--- src/rtl/rns_mod_add_acc.sv ---
// Multi-channel two-stage modular adder/accumulator for the RNS datapath.
// Each channel reduces a+b (or acc+a) modulo its own modulus and flags wrap / out-of-range operands.
module rns_mod_add_acc #(
  parameter int DATA_WIDTH = 18,
  parameter int NUM_CH     = 4,
  parameter logic [NUM_CH*(DATA_WIDTH+1)-1:0] MODULI =
    {19'd161051, 19'd130321, 19'd262144, 19'd177147}
) (
  input  logic                         clk,
  input  logic                         rst_n,
  input  logic                         in_valid,
  input  logic                         op_mode,
  input  logic                         acc_clr,
  input  logic [NUM_CH*DATA_WIDTH-1:0] a,
  input  logic [NUM_CH*DATA_WIDTH-1:0] b,
  output logic                         out_valid,
  output logic [NUM_CH*DATA_WIDTH-1:0] result,
  output logic [NUM_CH-1:0]            wrap,
  output logic [NUM_CH-1:0]            err
);

  localparam int MW = DATA_WIDTH + 1;

  // Single conditional subtract: legal operands keep the sum below 2*M-1.
  // Returns {wrap, residue}.
  function automatic logic [MW-1:0] mod_reduce(input logic [MW-1:0] s,
                                               input logic [MW-1:0] m);
    if (s >= m) return {1'b1, DATA_WIDTH'(s - m)};
    else        return {1'b0, s[DATA_WIDTH-1:0]};
  endfunction

  logic [NUM_CH*DATA_WIDTH-1:0] a_p1, b_p1;
  logic [NUM_CH-1:0]            err_in, err_p1;
  logic                         vld_p1, mode_p1, clr_p1;
  logic [NUM_CH*DATA_WIDTH-1:0] res_p2;
  logic [NUM_CH-1:0]            wrap_p2;

  // ---- stage 1: capture operands, control and range checks ----
  always_ff @(posedge clk or negedge rst_n) begin
    if (!rst_n) begin
      vld_p1  <= 1'b0;
      mode_p1 <= 1'b0;
      clr_p1  <= 1'b0;
    end else begin
      vld_p1  <= in_valid;
      mode_p1 <= op_mode;
      clr_p1  <= acc_clr;
    end
  end

  always_ff @(posedge clk) begin
    a_p1   <= a;
    b_p1   <= b;
    err_p1 <= err_in;
  end

  // ---- stage 2: per-channel modular sum and accumulator feedback ----
  for (genvar i = 0; i < NUM_CH; i++) begin : g_ch
    localparam logic [MW-1:0] MOD = MODULI[i*MW +: MW];

    logic [DATA_WIDTH-1:0] acc_q;
    logic [DATA_WIDTH-1:0] acc_base, opnd;
    logic [MW-1:0]         sum, red;

    assign err_in[i] = ({1'b0, a[i*DATA_WIDTH +: DATA_WIDTH]} >= MOD) |
                       (~op_mode & ({1'b0, b[i*DATA_WIDTH +: DATA_WIDTH]} >= MOD));

    // Clear takes effect before the add of the same beat.
    assign acc_base = clr_p1 ? '0 : acc_q;
    assign opnd     = mode_p1 ? acc_base : b_p1[i*DATA_WIDTH +: DATA_WIDTH];
    assign sum      = {1'b0, a_p1[i*DATA_WIDTH +: DATA_WIDTH]} + {1'b0, opnd};
    assign red      = mod_reduce(sum, MOD);

    assign res_p2[i*DATA_WIDTH +: DATA_WIDTH] = err_p1[i] ? '0 : red[DATA_WIDTH-1:0];
    assign wrap_p2[i] = ~err_p1[i] & red[DATA_WIDTH];

    always_ff @(posedge clk or negedge rst_n) begin
      if (!rst_n) begin
        acc_q <= '0;
      end else if (vld_p1 && mode_p1 && !err_p1[i]) begin
        acc_q <= res_p2[i*DATA_WIDTH +: DATA_WIDTH];
      end else if (clr_p1) begin
        acc_q <= '0;
      end
    end
  end

  // ---- output registers: hold on invalid cycles ----
  always_ff @(posedge clk or negedge rst_n) begin
    if (!rst_n) begin
      out_valid <= 1'b0;
      result    <= '0;
      wrap      <= '0;
      err       <= '0;
    end else begin
      out_valid <= vld_p1;
      if (vld_p1) begin
        result <= res_p2;
        wrap   <= wrap_p2;
        err    <= err_p1;
      end
    end
  end

endmodule

--- config.mk ---
export PLATFORM = sky130hd
export DESIGN_NAME = rns_mod_add_acc
export DESIGN_NICKNAME = d
export VERILOG_FILES = /design/src/rtl/rns_mod_add_acc.sv
export SDC_FILE = /design/constraint.sdc
export NUM_CORES = 1
export LEC_CHECK = 0
export BUFFER_PORTS_ARGS = -buffer_cell sky130_fd_sc_hd__buf_4
export CAP_MARGIN = 20
export CORE_MARGIN = 2
export CORE_UTILIZATION = 34
export CTS_BUF_LIST = sky130_fd_sc_hd__clkbuf_16
export DETAILED_ROUTE_END_ITERATION = 8
export GPL_TIMING_DRIVEN = 0
export PLACE_DENSITY_LB_ADDON = 0.2
export SLEW_MARGIN = 20
export SYNTH_ARGS = -nofsm -noshare
export SYNTH_HDL_FRONTEND = slang
export SYNTH_SLANG_ARGS = --single-unit
--- constraint.sdc ---
create_clock -name clk -period 4.9 [get_ports clk]
set_input_delay 0.245 -clock clk [delete_from_list [all_inputs] [get_ports clk]]
set_output_delay 0.245 -clock clk [all_outputs]
set_load 0.01 [all_outputs]
==> run summary <==
Finish-stage setup viols - 0
num ports - 230
vias in the first global route - 13910
Die Ht - 219.1 um
Synth area leader - dfrtp_1
synthesized instance count - 1614
Crit Path Max Fanout - 10
min Tclk post-route - 4.639 ns
routed via count - 13850
critical path's top delay family - compound AO/OA/AOI/OAI gates
CP Launch Type - register
clk_skew - 0.01679 ns
Avg Vias per Cell - 5.203
HPWL Detailed - 38.66 mm
number of synthesized flops with an enable pin - 0
Multi-input gate area - 8621 um2
top cells by area, synth - dfrtp_1 (25%), dfxtp_1 (19%), ha_1 (6.0%)
GRT Total Usage - 0.2190
final instance area - 21120 um2
WL/cell - 19.84 um
clk buf depth - 3
peak supply drop - 253.7 uV
Tcrit/Tclk final - 0.9467
Yosys reg bits - 302
global-route wire length before repair - 80.09 mm
Core Region - 45480 um2
CTS clk-pin slew, worst paths - 0.06 ns
worst-path cell with the longest stage delay - or4b_4
die area - 48010 um2
sequential area share after synthesis - 0.4336
Initial DRC Count - 835
post-synth top area share - 0.2465
Mapped Area - 15730 um2
ant diodes - 0
Root Buffer - clkbuf_16
Pwr Density - 397.9 nW/um2
CTS tree - done
CTS sink count - 302
Layout Nets - 2266
Crit path arrival time - 5.05 ns
Placement Rows - 78
grt ovf - 0
port bufs - 228
most used cell, CP - buf_4
Pre-Repair DR Iteration Count - 5
Post-Syn Area per Cell - 9.748 um2
initial antenna violation count - 0
Slew Limit Headroom - 0.3822
Mapped Nets - 1843
fill count - 4369
CP Data Required Time - 5.31 ns
Hold Vio Cnt, Final - 0
largest net degree at the start of global routing - 80
Num CTS Buffers - 37
fmax - 215.6 MHz
Seq. cell area - 6824 um2
worst skew pair latency - 0.55 ns
Final GP Congestion - 0.8703
Post-synth ARST share - 0.5132
crit path cell chain - clkbuf_4 > buf_4 > nor2b_1 > mux2_2 > ha_1 > fa_2 > a21o_2 > a311oi_4 > a211o_1 > a21oi_1 > or4b_4 > a31oi_2 > a211oi_4 > o21a_1 > buf_2 > buf_4 > nand4_1 > o311ai_2
WP buf/inv - 4
crit path kind - reg2reg
pre-CTS WS - -0.8761 ns
Max Cap Viol - 0
Initial Utilization - 0.3459
LEAKAGE - 9.246 nW
P&R area growth vs syn - 34.24%
Warnings, synthesis - 0
max-slew violations - 0
layout cells sized above 1 - 0.2323
Worst Tran Pin Value - 0.9189 ns
drt drc - 0
status - completed
Die X - 219.1 um
Top FF cell, synth - dfrtp_1
delay of the slowest critical-path stage - 0.60 ns
Setup WS post-layout - 0.2611 ns
DRT Wirelength - 52.81 mm
count of cell types in the netlist - 102
placed inst area - 18230 um2
ANT nets after route - 0
CP endpoint kind - register
Clock H-tree levels - 2
HP Class - in2async
[path summary, 6_finish.rpt]
kind                            startpoint           endpoint  slack (ns)  cells after the start
worst min register to register      vld_p1          out_valid        0.39                      0
min in group clk                     b[30]           b_p1[30]        0.34                      2
worst min-delay path                 rst_n  g_ch[3].acc_q[12]        0.26                      2
worst max-delay path                clr_p1   g_ch[0].acc_q[5]        0.26                     18
worst max register to register      clr_p1   g_ch[0].acc_q[5]        0.26                     18
max in group asynchronous            rst_n         result[22]        3.76                      3
[cells by family after synthesis]
logic type                 share of synthesized area
DFF                                           0.4336
AOI/OAI and AO/OA                             0.1921
xor gates and xnor gates                     0.04843
and+or+nand+nor                               0.1711
buffers and inverters                        0.03046
adders and majority gates                    0.06553
other                                      0.0002384
muxes                                        0.05853
[registers in the layout, indices dropped and copies added (netlist names)]
name and flops:
err 3, vld_p1 1, mode_p1 1, g_ch.acc_q 72
wrap 4, clr_p1 1, out_valid 1, result 72
err_p1 3, b_p1 72, a_p1 72
[timing repair]
item                       4_1_cts  5_1_grt
hold buffers                   148        0
gates resized for setup         30       37
setup buffers                    0       10
hold endpoints to repair       225        0
pin swaps                        0        9
setup endpoints to repair      118      100
[final cells by class]
cell class | count | share of cell area
plain buffers | 77 | 0.01967
clock inverters | 26 | 0.007583
inverters | 25 | 0.004443
multi-input cells | 1207 | 0.4082
clock buffers | 38 | 0.04503
flip-flops and latches | 302 | 0.3231
repair buffers | 387 | 0.1564
well taps | 600 | 0.03555
[through the flow]
| stage | utilization | power, W | setup TNS, ns | std cells | hold WS [ns] |
|---|---|---|---|---|---|
| 2_1_floorplan | - | 0.004659 | 0 | 1614 | -0.05059 |
| 3_3_place_gp | 0.4001 | 0.005629 | -63.50 | 2442 | 0.3502 |
| 3_5_place_dp | 0.4008 | 0.005665 | -65.90 | 2443 | 0.2745 |
| 4_1_cts | 0.4592 | 0.008388 | 0 | 2653 | 0.2857 |
| 5_1_grt | 0.4644 | 0.008867 | -0.01179 | 2662 | 0.3183 |
| 6_report | 0.4644 | 0.008403 | 0 | 2662 | 0.2636 |
[synthesized netlist by cell type, types with 17 or more instances]
cell       number
a21oi_1        78
o31ai_1        30
clkbuf_1       55
nand3_1        54
a21o_1         17
o2bb2ai_1      21
nor2_1         77
ha_1           76
mux2_2         72
nand4_1        17
nand2_1       175
xnor2_1        61
xor2_1         26
dfxtp_1       147
dfrtp_1       155
nor2b_1        81
o21ai_0        81
inv_1          25
nor3_1         43
a31o_2         22
[placed cells by master (no fill, tap or decap), drive strengths merged, types with 14 or more instances in the layout]
| cell | instances |
|---|---|
| clkbuf | 91 |
| xnor2 | 61 |
| a211oi | 24 |
| o21ai | 95 |
| a21oi | 79 |
| nand2b | 14 |
| xor2 | 26 |
| nor3 | 45 |
| dfrtp | 155 |
| nor2 | 78 |
| and3 | 16 |
| buf | 263 |
| dlygate4sd3 | 148 |
| a21o | 18 |
| inv | 37 |
| a31o | 22 |
| o31ai | 30 |
| nand4 | 18 |
| o211ai | 14 |
| nor2b | 81 |
| o21a | 15 |
| dfxtp | 147 |
| ha | 76 |
| o2bb2ai | 21 |
| nand3 | 54 |
| mux2 | 72 |
| nand2 | 175 |
[power by group]
group / switching [W] / internal, W
sequential: 0.000214 / 0.00280
combinational: 0.00157 / 0.00125
clock: 0.00107 / 0.00150
total: 0.00285 / 0.00555
[metal layers]
| metal | vias to the layer above | GRT usage | part of all wire |
|---|---|---|---|
| met5 | - | 0 | 0 |
| met4 | 0 | 0.07725 | 0.034 |
| met3 | 95 | 0.04560 | 0.055 |
| met2 | 348 | 0.3576 | 0.46 |
| met1 | 6677 | 0.2867 | 0.45 |
| li1 | 6730 | - | - |
No activity file was read; power rests on OpenSTA's default activity.
